--- config.mk ---
export PLATFORM = sky130hd
export DESIGN_NAME = timer_counter
export DESIGN_NICKNAME = d
export VERILOG_FILES = /design/src/rtl/timer_counter.sv
export SDC_FILE = /design/constraint.sdc
export NUM_CORES = 1
export LEC_CHECK = 0
export ABC_AREA = 1
export CORE_UTILIZATION = 39
export DETAILED_ROUTE_END_ITERATION = 10
export SYNTH_ARGS = -nofsm -noshare
export SYNTH_HDL_FRONTEND = slang
export SYNTH_SLANG_ARGS = --single-unit
--- constraint.sdc ---
create_clock -name clk -period 4.6 [get_ports clk]
set_clock_uncertainty 0.1 [all_clocks]
set_input_delay 0.46 -clock clk [delete_from_list [all_inputs] [get_ports clk]]
set_output_delay 0.46 -clock clk [all_outputs]
set_load 0.1 [all_outputs]
--- src/rtl/timer_counter.sv ---
// ---------------------------------------------------------------------------
// timer_counter
//   Memory-mapped countdown timer serving the data-memory stage's timer
//   window. Three word registers live at BASE_ADDR:
//     +0 CTRL   [0] EN, [2:1] MODE (00 one-shot, 01 auto-reload, 1x = 00),
//               [3] IM (interrupt mask), [7:4] PSC when TC_PRESCALE_EN
//     +4 PRESET reload value
//     +8 COUNT  current count, read-only
//     +C unmapped (reads 0, writes ignored)
//
//   Optional feature macro: TC_PRESCALE_EN adds a 4-bit prescaler
//   (CTRL[7:4]) so COUNT decrements once every PSC+1 cycles.
//
// Ports
//   clk    in   clock
//   reset  in   synchronous, active-high reset
//   Addr   in   [31:0] byte address from the M stage (Addr[1:0] ignored)
//   WE     in   write strobe (PrWE)
//   Din    in   [31:0] write data
//   Dout   out  [31:0] read data, combinational, 0 when not selected
//   IRQ    out  interrupt request = CTRL.IM & irq_flag, registered
// ---------------------------------------------------------------------------
module timer_counter #(
  parameter logic [31:0] BASE_ADDR = 32'h0000_7F00
) (
  input  logic        clk,
  input  logic        reset,
  input  logic [31:0] Addr,
  input  logic        WE,
  input  logic [31:0] Din,
  output logic [31:0] Dout,
  output logic        IRQ
);

  typedef enum logic [1:0] {
    S_IDLE = 2'd0,
    S_LOAD = 2'd1,
    S_CNT  = 2'd2,
    S_INT  = 2'd3
  } state_e;

  localparam logic [27:0] BASE_TAG = BASE_ADDR[31:4];

  // Architectural state
  state_e      state_q;
  logic        en_q;
  logic [1:0]  mode_q;
  logic        im_q;
  logic [31:0] preset_q;
  logic [31:0] count_q;
  logic        irq_flag_q;
  logic        irq_q;
`ifdef TC_PRESCALE_EN
  logic [3:0]  psc_q;
  logic [3:0]  psc_cnt_q;
  logic [3:0]  psc_d;
`endif

  // Next values for the CPU-visible control bits
  logic        en_d;
  logic [1:0]  mode_d;
  logic        im_d;
  logic [31:0] preset_d;
  logic        irq_flag_d;

  // Bus decode
  logic        sel;
  logic        wr_ctrl;
  logic        wr_preset;
  logic        wr_any;

  // Timer events
  logic        auto_reload;
  logic        tick;
  logic        cnt_expire;
  logic        int_oneshot;
  logic        int_auto;

  logic [31:0] ctrl_rd;

  // Byte-lane bits carry no meaning for word registers.
  logic        unused_addr;
  assign unused_addr = ^Addr[1:0];

  // -------------------------------------------------------------------------
  // Address decode: the +C slot is deliberately left out of the window so it
  // neither reads back nor accepts writes.
  // -------------------------------------------------------------------------
  always_comb begin
    sel       = (Addr[31:4] == BASE_TAG) && (Addr[3:2] != 2'b11);
    wr_ctrl   = sel && WE && (Addr[3:2] == 2'b00);
    wr_preset = sel && WE && (Addr[3:2] == 2'b01);
    wr_any    = wr_ctrl | wr_preset;
  end

  // MODE 1x is treated as one-shot, so only the exact 01 code reloads.
  assign auto_reload = (mode_q == 2'b01);

`ifdef TC_PRESCALE_EN
  assign tick = (psc_cnt_q == psc_q);
`else
  assign tick = 1'b1;
`endif

  // A count of 0 or 1 on a tick both end the countdown; 0 covers a PRESET of
  // zero, which expires on the first tick after LOAD.
  assign cnt_expire  = (state_q == S_CNT) && en_q && tick && (count_q <= 32'd1);
  assign int_oneshot = (state_q == S_INT) && !auto_reload;
  assign int_auto    = (state_q == S_INT) &&  auto_reload;

  // -------------------------------------------------------------------------
  // Control / flag next-state. Ordering encodes the collision rules:
  //  - one-shot EN clear is applied first so a same-cycle CPU CTRL write wins;
  //  - the irq_flag set is applied last so it beats any same-cycle clear.
  // -------------------------------------------------------------------------
  always_comb begin
    en_d       = en_q;
    mode_d     = mode_q;
    im_d       = im_q;
    preset_d   = preset_q;
    irq_flag_d = irq_flag_q;
`ifdef TC_PRESCALE_EN
    psc_d      = psc_q;
`endif

    if (int_oneshot) en_d = 1'b0;

    if (wr_ctrl) begin
      en_d   = Din[0];
      mode_d = Din[2:1];
      im_d   = Din[3];
`ifdef TC_PRESCALE_EN
      psc_d  = Din[7:4];
`endif
    end

    if (wr_preset) preset_d = Din;

    if (wr_any || int_auto) irq_flag_d = 1'b0;
    if (cnt_expire)         irq_flag_d = 1'b1;
  end

  // -------------------------------------------------------------------------
  // FSM and register file. IRQ is registered from the next-state values so it
  // tracks IM & irq_flag in the same cycle, with no added latency.
  // -------------------------------------------------------------------------
  always_ff @(posedge clk) begin
    if (reset) begin
      state_q    <= S_IDLE;
      en_q       <= 1'b0;
      mode_q     <= 2'b00;
      im_q       <= 1'b0;
      preset_q   <= '0;
      count_q    <= '0;
      irq_flag_q <= 1'b0;
      irq_q      <= 1'b0;
`ifdef TC_PRESCALE_EN
      psc_q      <= '0;
      psc_cnt_q  <= '0;
`endif
    end else begin
      en_q       <= en_d;
      mode_q     <= mode_d;
      im_q       <= im_d;
      preset_q   <= preset_d;
      irq_flag_q <= irq_flag_d;
      irq_q      <= im_d & irq_flag_d;
`ifdef TC_PRESCALE_EN
      psc_q      <= psc_d;
`endif

      case (state_q)
        S_IDLE: begin
`ifdef TC_PRESCALE_EN
          psc_cnt_q <= '0;
`endif
          // Look at the post-write EN so enabling costs one cycle to LOAD.
          if (en_d) state_q <= S_LOAD;
        end

        S_LOAD: begin
          // The value latched before this edge is used; a PRESET write in
          // this same cycle lands at the next LOAD.
          count_q <= preset_q;
`ifdef TC_PRESCALE_EN
          psc_cnt_q <= '0;
`endif
          state_q <= S_CNT;
        end

        S_CNT: begin
          if (!en_q) begin
            state_q <= S_IDLE;
          end else if (tick) begin
`ifdef TC_PRESCALE_EN
            psc_cnt_q <= '0;
`endif
            if (count_q > 32'd1) begin
              count_q <= count_q - 32'd1;
            end else begin
              count_q <= '0;
              state_q <= S_INT;
            end
          end else begin
`ifdef TC_PRESCALE_EN
            psc_cnt_q <= psc_cnt_q + 4'd1;
`endif
          end
        end

        S_INT: begin
          // Auto-reload re-enters LOAD through IDLE because EN stays set.
          state_q <= S_IDLE;
        end

        default: state_q <= S_IDLE;
      endcase
    end
  end

  // -------------------------------------------------------------------------
  // Read mux
  // -------------------------------------------------------------------------
  always_comb begin
    ctrl_rd      = '0;
    ctrl_rd[0]   = en_q;
    ctrl_rd[2:1] = mode_q;
    ctrl_rd[3]   = im_q;
`ifdef TC_PRESCALE_EN
    ctrl_rd[7:4] = psc_q;
`endif

    Dout = '0;
    if (sel) begin
      case (Addr[3:2])
        2'b00:   Dout = ctrl_rd;
        2'b01:   Dout = preset_q;
        2'b10:   Dout = count_q;
        default: Dout = '0;
      endcase
    end
  end

  assign IRQ = irq_q;

endmodule

# Word-level counts from Yosys, hierarchy flattened
# Index checks and enable logic that the tools add are counted.
[classes] order_cmp=2 bitwise=2 n_eq_ne=11 n_mux=14 reduce_logical=15 n_addsub=1
[ops] cell="$mux 32" count=3
[ops] cell="$pmux 32 s3" count=1
[ops] cell="$pmux 32 s2" count=1
[ops] cell="$gt 32x1->1 const B" count=1
[ops] cell="$le 32x1->1 const B" count=1
[ops] cell="$sub 32x1->32 const B" count=1
[ops] cell="$eq 28x11->1 const B" count=1
[ops] cell="$logic_and 1x1->1" count=8
[ops] cell="$pmux 2 s4" count=1
[ops] cell="$eq 2x1->1 const B" count=3
[ops] cell="$eq 2x2->1 const B" count=3
[ops] cell="$mux 2" count=3
[ops] cell="$ne 2x2->1 const B" count=3
[ops] cell="$mux 1" count=5
[ops] cell="$logic_not 2->1" count=2
[ops] cell="$reduce_and 2->1" count=2
[ops] cell="$ne 3x3->1 const B" count=1
[ops] cell="$reduce_bool 2->1" count=1
[ops] cell="$and 1x1->1" count=1
[ops] cell="$logic_not 1->1" count=1
[ops] cell="$logic_or 1x1->1" count=1
[ops] cell="$or 1x1->1" count=1
[word_totals] elab_cells=53 regBits=72 output_inout_bits=33 in_bits=67

# Longest topological paths before layout
# Gate-level depths: netlist (run 1).
[depth] depth_word=9 depth_mapped=12 ltp_nobuf=12

# Least setup slack after synthesis (run 1)
# Ideal clock, no wire load.
[synth_timing] path_type="input-to-output" start="in Addr[31]" end="out Dout[2]" required_time_ns=4.040 slack_ns=1.315 path_buffers=1 cell_stages=8 arrival_ns=2.725 path_cell_list="nor2_1 nand2_1 nor2_1 nand2_1 nor2_2 inv_1 clkbuf_1 a31oi_1"
[synth_via] elab_chain_cells=3
[synth_rtl] item="from (decl)" line="28" rtl="input logic [31:0] Addr,"
[synth_rtl] item="$eq 28x11->1" line="90" rtl="sel = (Addr[31:4] == BASE_TAG) && (Addr[3:2] != 2'b11);"
[synth_rtl] item="$logic_and 1x1->1" line="90"
[synth_rtl] item="$mux 32" line="234" rtl="if (sel) begin"
[synth_rtl] item="to (decl)" line="31" rtl="output logic [31:0] Dout,"
# No other way between the ends.

# Final worst setup path (run 1)
[layout_timing] start="in Addr[18]" end="out Dout[0]"
# Same word-level chain as after synthesis.

==> flow_results.org, run 1 <==
** GRT
- The via count of the first global-routing pass came to ~4,400.
- The number of antenna violations at the first check in global routing was 0.
- The first global-routing pass estimated between 20 and 25 mm of wire.
- Total GRT Usage :: between 20% and 30%
- After global routing the overflow that remains totals 0.
- Entering global routing, the biggest net connects 38 pins.

** Layout
- Post-layout net count :: 871
- Share of post-route cells with drive strength above 1 :: 11.4%
- Filler Cells Inserted :: roughly 1,200
- ANT cells :: 0
- Across the whole layout, storage elements account for roughly 1400 µm².
- Area growth syn-to-layout :: 27.9%
- The multi-input combinational cells in the finished layout cover a total of 2670 µm².

** Detailed routing
- The first detailed-routing pass took 5 iterations.
- Across all layers, the routed design uses around 4,800 vias.
- Number of violations reported at the end of detailed-routing iteration 0 :: ~250
- Wire per inst :: 13.6 µm
- After detailed routing, the number of vias per cell comes to about 5.0.
- The final layout contains routed wiring with a total length of 13.0 mm.
- Antenna viol nets, final :: 0
- Final routed DRC violation total :: 0

** Placed design
- Before CTS, the worst setup slack after placement is 1350 ps.
- Port buffering added 97 buffers.
- Global placer's final weighted congestion :: 0.858
- HPWL after detailed placement :: ~9.3 mm

** Yosys
- Synth Instances :: between 700 and 800
- Fraction of registers with async set or reset after synthesis :: 0%
- After synthesis, the most frequently instantiated cells are nand2_1, a21oi_1, o21ai_0.
- Fraction of synthesized cell area taken by the top area cell type :: 31.7%
- Register bit total from synthesis :: a little over 70
- For this run, the register share of the synthesized area comes to about a third.
- Number of synthesis warnings :: 0
- Yosys mapped a number of flops with a built-in enable equal to 0.
- Sorting the synthesized cells by area gives the leading types as dfxtp_1, nand2_1, a21oi_1.
- Post-Synthesis Mean Instance Area :: between 6 and 7 µm²
- The synthesized netlist contains 32 unique library cells.
- Summed over all instances, the cell type with the most area after synthesis is dfxtp_1.
- Library cell with the highest instance count after synthesis :: nand2_1
- Top FF cell, synth :: dfxtp_1
- Post-synthesis net count :: a little under 800
- Post-synthesis instance area :: between 4000 and 5000 µm²

** Die
- The initial utilization of the core area, before any placement, comes to 39.9%.
- The die covers roughly 12,000 µm².
- The floorplan has 39 rows.
- Number of top-level design ports :: 100
- The total area inside the core boundary comes to 11,400 µm².
- The floorplan step set the die width to about 110 µm.
- Die outline height :: roughly 110 µm

** Job
- Max-cap violations in this run came to 0.

** Critical path
- Top fanout value on the critical path :: 32
- Endpoint class of the critical path :: output pin
- Data arrival time of the critical path :: approximately 2700 ps
- Worst-path cell chain :: clkdlybuf4s50_1 -> nor2_1 -> nand2_1 -> nor2_1 -> nand2_1 -> nor2_2 -> inv_1 -> a31oi_1 -> buf_4
- On the worst path, the slowest cell contributes a delay of around 480 ps.
- CP max-delay cell :: inv_1
- The critical path contains buffers and inverters numbering 3 combined.
- The critical path is of the in -> out type.
- STA classifies the critical path startpoint as an input pin.
- Largest delay contributor family on the critical path :: buffers and inverters
- For the worst setup path, the data required time is between 4000 and 5000 ps.

** Timing
- Worst Slack Setup Final :: roughly 1400 ps
- Setup repair after global routing left no endpoint under its margin.
- TNS Setup :: 0 ps
- Dividing the final minimum period by the clock period gives between 60% and 70%.
- Final critical path time including I/O delays and setup :: about 3200 ps
- Max Clk Rate :: between 0.3 and 0.4 GHz
- Worst-margin pin slew :: approximately 1100 ps
- The number of pins with negative max-slew slack in the final report was 0.
- Number of endpoints failing setup at the final stage :: 0
- Headroom to the max-slew limit came out at between 20% and 30%.
- The final hold violation count was 0.

** Clocking
- Clock latency on the worst-skew pair, taken at its later pin, is around 350 ps.
- In this run, post-CTS repair resized a total of 0 instances.
- No sink is reached through more buffers than the 2 on the longest clock path.
- The root buffer cell chosen for the clock tree is clkbuf_16.
- Hold buffers post-CTS :: 0
- Number of CTS-inserted buffers :: 9
- Sink Count :: 72
- In this run the number of H-tree levels came out at 3.
- Clock-pin slew was measured on the worst setup and hold paths at 50 ps.
- Number of buffers inserted to repair setup after CTS :: 0
- TritonCTS built the clock tree.

** Hold path
- Worst Hold Class :: reg -> reg

** Power and ir drop
- The analysis attributes to cell leakage a power of about 2.3 nW.
- PwrDens :: between 200 and 300 nW/µm²
- The worst-case IR drop observed on VDD is 0.000204 V.

** Run status
- The flow ran to the end, and the final reports show no timing, DRC or antenna violations.
==> layout by cell type (no fill, tap or decap) <==
| cell | n |
|---|---|
| nor2_2 | 12 |
| clkbuf_1 | 1 |
| nand3_2 | 2 |
| clkbuf_8 | 4 |
| dfxtp_1 | 72 |
| a21oi_1 | 94 |
| nand2_2 | 4 |
| o21bai_1 | 3 |
| nor2_8 | 3 |
| ha_1 | 2 |
| inv_2 | 3 |
| inv_1 | 68 |
| a31o_2 | 1 |
| a21oi_2 | 1 |
| nand3b_1 | 1 |
| clkbuf_16 | 9 |
| nand2_4 | 2 |
| nor3_1 | 4 |
| nor2_4 | 7 |
| nor2_1 | 77 |
| buf_4 | 37 |
| a31oi_1 | 8 |
| nand4_1 | 11 |
| o211ai_1 | 1 |
| nand2_1 | 165 |
| xor2_1 | 7 |
| nand3_1 | 34 |
| o21a_1 | 1 |
| bufinv_16 | 1 |
| clkinv_2 | 1 |
| o21ai_1 | 2 |
| o21ai_0 | 94 |
| xnor2_1 | 5 |
| clkdlybuf4s50_1 | 65 |
| or2_2 | 5 |
==> state kept, by name, summed over array words and instances (netlist names) <==
signal	flops
preset_q	32
irq_flag_q	1
IRQ	1
mode_q	2
count_q	32
im_q	1
state_q	2
en_q	1
==> final cells by class <==
type / instances / area share, %
timing repair buffer: 102 / 16.0
clock inverter: 2 / 0.603
multi-input combinational: 546 / 46.0
tap: 143 / 3.08
clock buffer: 14 / 4.89
inverter: 71 / 4.59
sequential: 72 / 24.8
==> per-stage QoR <==
stage	instance area (µm²)	std cells	hold slack, ps	utilization (%)	power, mW
2_1_floorplan	4540	724	334	-	0.666
3_3_place_gp	5490	934	347	48.3	0.733
3_5_place_dp	5490	934	351	48.3	0.735
4_1_cts	5810	950	359	51.1	1.48
5_1_grt	5810	950	377	51.1	1.51
6_report	5810	950	360	51.1	1.47
==> final timing paths <==
check,from,endpoint,slack (ps),cells after the start
worst max-delay path,Addr[18],Dout[0],1390,9
worst min-delay path,preset_q[19],preset_q[19],360,2
worst max register to register,state_q[0],count_q[17],2180,5
worst min register to register,preset_q[19],preset_q[19],360,2
==> worst reg2reg max path: stages, from the launching register on <==
cell,delay [ps]
dfxtp_1,430
nand2_1,580
nand2_2,770
o21ai_0,230
a21oi_2,160
nor2_2,40
==> metal layers <==
layer	GRT usage, %	vias up	share of wire (%)	routed length (µm)
li1	-	2527	-	-
met1	29.2	2146	49	6300
met2	37.4	105	46	5930
met3	4.09	12	4.2	545
met4	8.10	0	1.4	176
met5	0	-	0	0
==> logic make-up (layout without fill, tap and decap cells) <==
group | after synthesis | in the layout | synth area share, %
buffers and inverters | 106 | 189 | 9.48
AND/OR/NAND/NOR | 327 | 327 | 32.7
AO/OA/AOI/OAI | 205 | 205 | 23.3
adder cells (fa/ha/maj) | 2 | 2 | 0.551
XOR/XNOR | 12 | 12 | 2.31
flip-flops | 72 | 72 | 31.7
==> power breakdown <==
group          internal, mW  leakage, nW  total [mW]  switching (mW)
Clock                 0.478        0.159       0.746           0.268
Combinational        0.0573         1.55      0.0970          0.0397
Sequential            0.624        0.580       0.624      0.00000821
Total                  1.16         2.29        1.47           0.308
No activity file was read; power rests on OpenSTA's default activity.
==> run 2: changes to the inputs <==
==> constraint.sdc (replaced) <==
create_clock -name clk -period 3.3 [get_ports clk]
set_clock_uncertainty 0.1 [all_clocks]
set_input_delay 0.33 -clock clk [delete_from_list [all_inputs] [get_ports clk]]
set_output_delay 0.33 -clock clk [all_outputs]
set_load 0.1 [all_outputs]
==> flow_results.org, run 2 (synthesis gave the netlist of run 1 again) <==
** Power and ir drop
- The post-route total power came to 1.96 mW (+33%).
- Cell-internal power :: 1.53 mW (+32%)
- The power per cell area was 315 nW/µm² (+25%).
- Switching part of the total :: 21.7% (+0.72 points)
- Pleak :: 2.37 nW (+3.8%)
- The proportion of power drawn by the clock network came to 48.6% (-2.3 points).
- The sequential cell fraction of total power is 44.4% (+1.9 points).
- The switching power came to 425 µW (+38%).
- Combinational power share :: 7.0% (+0.4 points)
- The worst supply voltage drop on vdd is 0.000185 V (-9.4%).

** Die
- Number of top-level design ports :: 100 (unchanged)
- The count of standard-cell rows came to 39 (unchanged).
- Total core area :: 11,400 µm² (unchanged)
- Initial standard-cell utilization of the core :: 39.9% (unchanged)
- Die Footprint :: 12,100 µm² (unchanged)
- The horizontal die dimension is 110 µm (unchanged).
- Die outline height :: 110 µm (unchanged)

** Critical path
- Top fanout value on the critical path :: 17 (-47%)
- Data arrival time of the critical path :: 2090 ps (-560 ps)
- Setup crit start kind :: input pin
- CP required :: 2870 ps (-1170 ps)
- Crit Path Class :: in -> out
- STA classifies the critical path endpoint as an output pin.

** Layout
- Leading cell type in the layout, fill and taps excluded :: nand2_1
- Filler Cells Inserted :: 1,151 (-4.2%)
- In the final layout, the registers with the most flip-flops are count_q: 32 flops, preset_q: 32 flops.
- Leading cell types in the layout, fill and taps excluded :: nand2_1, a21oi_1, o21ai_0, nor2_1, dfxtp_1
- The ratio of cells with drive above 1 in the final layout came to 11.6% (+0.19 points).
- Area growth syn-to-layout :: 36.8%
- The post-route non-filler standard cell count is 954 (+0.42%).
- The number of nets in the final layout came to 875 (+0.46%).
- Final instance area :: 6210 µm² (+7.0%)
- ANT cells :: 0 (unchanged)
- The flip-flop and latch area is 1440 µm² (unchanged).
- The area used by multi-input combinational logic is 2670 µm² (unchanged).
- The post-layout utilization of the core is 54.6% (+3.6 points).

** Clocking
- Hold buffers post-CTS :: 0 (unchanged)
- Master cell of the clock root buffer :: clkbuf_16
- The number of buffers inserted to repair setup after CTS was 0 (unchanged).
- Maximum clock insertion buffer count :: 2 (unchanged)
- The count of cells resized by post-cts repair is 0 (unchanged).
- Sink Count :: 72 (unchanged)
- Clock latency reported for the late side of the worst-skew pair :: 340 ps (about the same)
- CTS tree :: built
- Number of CTS-inserted buffers :: 9 (unchanged)
- The maximum level of the CTS H-tree was 3 (unchanged).
- Clock input transition at the sequential cells of the worst setup and hold paths :: 50 ps (about the same)

** Detailed routing
- Antenna viol nets, final :: 0 (unchanged)
- Wire per inst :: 13.6 µm (-0.62%)
- Total detailed-routing wirelength :: 12.9 mm (-0.20%)
- The per-cell via count in the routed design came to 5.09 (+0.87%).
- Final routed DRC violation total :: 0 (unchanged)
- The via count is 4,852 (+1.3%).
- Number of detailed-routing iterations run before antenna repair :: 5 (unchanged)
- Number of violations reported at the end of detailed-routing iteration 0 :: 265 (+6.4%)

** Timing
- The number of pins with negative max-slew slack in the final report came to 0 (unchanged).
- Setup repair after global routing left no endpoint under its margin.
- Of the available clock period, the critical path in the final layout requires about three quarters.
- The remaining max-slew budget at the tightest pin came to 34.3% (+8.1 points).
- For this run, the top clock speed supported by timing is ~0.40 GHz.
- Final count of hold timing violations :: 0 (unchanged)
- Final critical path time including I/O delays and setup :: approximately 2500 ps
- The summed negative setup slack over all endpoints was 0 ps (unchanged).
- Worst-margin pin slew :: 982 ps (-124 ps)
- Number of endpoints failing setup at the final stage :: 0 (unchanged)

** Run status
- Result of the run :: complete, no violations

** GRT
- Total GRT Usage :: 22.8% (+0.20 points)
- First-pass GRT wire length :: 21.5 mm (+2.4%)
- Number of global-route vias before repair :: 4,590 (+3.4%)
- The number of antenna violations at the first check in global routing is 0 (unchanged).
- Remaining Overflow, GRT :: 0 (unchanged)
- The maximum number of pins on one net before global-route repair is 53 (+39%).

** Placed design
- HPWL after detailed placement :: 9.46 mm (+2.1%)
- Post-Place Cells :: 938 (+0.43%)
- The count of port buffers added during placement is 97 (unchanged).
- The global placement routability congestion is 0.871 (+1.6%).
- The placed cell area came to 5930 µm² (+8.1%).

** Job
- Number of maximum-capacitance constraint violations :: 0 (unchanged)

** Hold path
- Worst Hold Class :: reg -> reg
==> run 2: layout make-up <==
class                      instances  area share (%)
timing repair buffer             106            22.1
clock buffer                      12            3.81
clock inverter                     4           0.725
inverter                          71            4.29
tap                              143            2.88
multi-input combinational        546            43.0
sequential                        72            23.2
==> run 2: path summary, 6_finish.rpt <==
check,startpoint,endpoint,slack (ps),cells after the start
max,Addr[27],Dout[0],780,10
min reg2reg,preset_q[0],preset_q[0],360,2
min,preset_q[0],preset_q[0],360,2
max reg2reg,state_q[1],count_q[17],960,9
==> run 2: worst max-delay path, stage by stage <==
cell and delay (ps):
clkdlybuf4s50_1 430, nor2_1 130, nand2_1 60, nor2_1 90
nand2_1 70, nor2_2 190, inv_1 80, buf_4 200
a31oi_1 280, buf_12 220
==> run 2: power by group through the flow <==
stage                     Combinational [mW]  Sequential, mW  Clock (mW)
after global routing                   0.149           0.869        1.00
after floorplan                       0.0399           0.888           0
final                                  0.137           0.869       0.951
after CTS                              0.138           0.869       0.961
after global placement                 0.135           0.888           0
after detailed placement               0.137           0.888           0
==> run 2: layer usage <==
layer  track usage [%]  wire length (µm)  share of wire (%)  up-vias
li1                  -                 -                  -     2528
met1              30.2              6070                 47     2173
met2              37.3              6010                 46      132
met3              2.90               629                4.9       19
met4              9.05               223                1.7        0
met5                 0                 0                  0        -
==> run 2: metrics by stage <==
step,worst slack [ps],hold WS [ps]
finish,784,358
global route,621,379
CTS,757,359
detailed placement,748,351
global placement,777,346
floorplan,275,299
==> run 3: changes to the inputs <==
==> constraint.sdc (replaced) <==
create_clock -name clk -period 2.45 [get_ports clk]
set_clock_uncertainty 0.1 [all_clocks]
set_input_delay 0.245 -clock clk [delete_from_list [all_inputs] [get_ports clk]]
set_output_delay 0.245 -clock clk [all_outputs]
set_load 0.1 [all_outputs]
==> flow_results.org, run 3 (synthesis gave the netlist of run 1 again) <==
** Clocking
- The total clock sinks came to 72 (unchanged).
- TritonCTS built the clock tree.
- Clock input transition at the sequential cells of the worst setup and hold paths :: 50 ps (about the same)
- The CTS buffer count came to 9 (unchanged).
- Maximum clock insertion buffer count :: 2 (unchanged)
- Count of H-tree levels built during CTS :: 3 (unchanged)
- The worst-skew pair later-pin latency is 330 ps (about the same).
- The number of hold buffers added after CTS was 0 (unchanged).
- Master cell of the clock root buffer :: clkbuf_16

** Die
- Number of placement rows :: 39 (unchanged)
- Width of the die :: 110 µm (unchanged)
- Number of top-level design ports :: 100 (unchanged)
- Die outline height :: 110 µm (unchanged)
- Total core area :: 11,400 µm² (unchanged)
- The die outline area was 12,100 µm² (unchanged).
- The effective utilization at floorplan was 39.9% (unchanged).

** Critical path
- The worst-case reg-to-reg path depth came to 9 (unchanged).
- The data required time of the critical path was 2110 ps (-760 ps).
- The endpoint identified for the worst register-to-register timing path is count_q[29].
- The kind of cell with the highest combined delay along the critical path is buffers and inverters.
- By startpoint and endpoint, the worst setup path is classified as in -> out.
- On the critical path, the stage with the largest delay is an instance of clkdlybuf4s50_1.
- The count of buffer and inverter cells on the critical path came to 4 (unchanged).
- In this run the critical register-to-register path is launched from count_q[0].
- The number of cells on the critical path was 10 (unchanged).
- Minimum setup slack among reg-to-reg paths :: 360 ps (-600 ps)
- In this run the worst setup path terminates at Dout[3].
- Top fanout value on the critical path :: 17 (unchanged)
- Setup crit start kind :: input pin
- Traced cell by cell, the critical path runs through clkdlybuf4s50_1 -> nor2_1 -> nand2_1 -> nor2_1 -> nand2_1 -> nor2_2 -> inv_1 -> buf_4 -> a31oi_1 -> buf_12.
- Endpoint class of the critical path :: output pin
- In this run the worst setup path begins at Addr[27].
- The highest cell delay on the worst timing path came to 430 ps (about the same).
- The arrival time of data at the critical path endpoint is 1990 ps (-100 ps).

** GRT
- First-pass GRT wire length :: 21.1 mm (-1.7%)
- Number of global-route vias before repair :: 4,338 (-5.5%)
- The maximum number of pins on one net before global-route repair was 37 (-30%).
- The number of antenna violations at the first check in global routing was 0 (unchanged).
- The overall overflow remaining after global route was 0 (unchanged).
- The all-layer global routing usage came to 22.6% (-0.22 points).

** Timing
- The final hold violation count is 0 (unchanged).
- Based on the critical path, the design can be clocked at up to 0.428 GHz.
- After layout, the worst path uses 95.3% of the clock period.
- RSZ-0062 raised after global routing :: true
- Relative slew slack :: 63.3% (+29 points)
- Number of endpoints failing setup at the final stage :: 0 (unchanged)
- Count of pins over their slew limit :: 0 (unchanged)
- The smallest setup slack after layout was 114 ps (-670 ps).
- The summed negative setup slack over all endpoints was 0 ps (unchanged).
- Worst-margin pin slew :: 546 ps (-437 ps)
- The smallest clock period supported by the final layout is computed as around 2300 ps.

** Detailed routing
- The via count was 4,909 (+1.2%).
- Number of violations reported at the end of detailed-routing iteration 0 :: 258 (-2.6%)
- The per-cell via count in the routed design is 5.12 (+0.75%).
- The residual antenna-violating net count after detailed routing was 0 (unchanged).
- The final routed wirelength across all metal layers came to 13.3 mm (+2.9%).
- The iteration count of the initial detailed-routing pass was 4 (-1).
- Wire per inst :: 13.9 µm (+2.5%)
- The detailed-route DRC error count is 0 (unchanged).

** Layout
- The post-route non-filler standard cell count is 958 (+0.42%).
- Biggest registers after layout :: count_q: 32 flops, preset_q: 32 flops
- Leading cell types in the layout, fill and taps excluded :: nand2_1, o21ai_0, nor2_1, a21oi_1, dfxtp_1
- Post-layout net count :: 881 (+0.69%)
- The count of inserted antenna diode cells is 0 (unchanged).
- The flip-flop and latch area is 1440 µm² (unchanged).
- Area occupied by multi-input gates :: 2760 µm² (+3.3%)
- The filler cell count in the final layout came to 1,162 (+0.96%).
- The ratio of cells with drive above 1 in the final layout came to 15.0% (+3.4 points).
- From synthesis to final layout, the design area changed by 39.5%.
- The library cell used most frequently in the layout, excluding fill and tap cells, is nand2_1.

** Job
- The number of maximum-capacitance violations came to 0 (unchanged).

** Placed design
- HPWL after detailed placement :: 9.72 mm (+2.7%)
- Global placer's final weighted congestion :: 0.886 (+1.7%)
- The number of placed cells counting well taps is 944 (+0.64%).
- # port buffers :: 97 (unchanged)
- The worst slack after detailed placement came to 43.3 ps (-705 ps).

** Power and ir drop
- The worst supply voltage drop on vdd was 0.000320 V (+73%).
- The power per cell area is 408 nW/µm² (+30%).
- Pleak :: 2.40 nW (+1.0%)

** Hold path
- The worst hold path belongs to the class reg -> reg.

** Run status
- Result of the run :: complete, no violations
[run 3: cell types whose count changed in the layout (fill, tap and decap cells not counted), sizes merged]
cell / previous run / this run
buf: 41 / 48
bufinv: 1 / 0
clkbuf: 12 / 14
clkdlybuf4s50: 65 / 64
clkinv: 3 / 0
[run 3: metrics by stage]
step | hold WS (ps) | power [mW] | area, µm² | utilization (%)
final | 359 | 2.59 | 6340 | 55.7
after global placement | 346 | 1.38 | 6010 | 52.9
after floorplan | 214 | 1.25 | 4580 | -
after detailed placement | 349 | 1.38 | 6010 | 52.9
after global routing | 378 | 2.66 | 6340 | 55.7
after CTS | 358 | 2.61 | 6290 | 55.3
[run 3: worst min path at each step]
stage	from	slack, ps	cells past startpoint	to
floorplan	reset	210	1	en_q
global placement	preset_q[28]	350	2	preset_q[28]
detailed placement	preset_q[27]	350	2	preset_q[27]
CTS	preset_q[27]	360	2	preset_q[27]
global route	preset_q[11]	380	2	preset_q[11]
finish	preset_q[22]	360	2	preset_q[22]
[run 3: tightest hold or removal path, delay by kind of cell (launching register included)]
family / cells / cell delay, ps
compound gates: 1 / 50
buf+inv: 1 / 50
flops: 1 / 310
[run 3: cell type report]
class | count | share of cell area, %
repair buffers | 112 | 22.3
well taps | 143 | 2.82
inverters | 71 | 4.21
clock buffers | 14 | 4.32
multi-input cells | 546 | 43.6
flip-flops and latches | 72 | 22.7
[run 3: per-layer routing]
metal | vias up | GRT usage, % | share of wire, %
met3 | 10 | 3.68 | 3.8
met1 | 2259 | 30.0 | 48
li1 | 2540 | - | -
met5 | - | 0 | 0
met2 | 100 | 37.9 | 47
met4 | 0 | 5.43 | 0.92
[run 3: timing repair]
| action | CTS | global route |
|---|---|---|
| setup endpoints to repair | 0 | 20 |
| buffers inserted | 0 | 0 |
| resized for setup | 0 | 12 |
[run 3: power by group]
group / leakage [nW] / switching (mW) / internal [mW]
combinational: 1.68 / 0.0760 / 0.112
clock: 0.135 / 0.470 / 0.758
sequential: 0.580 / 0.0000156 / 1.17
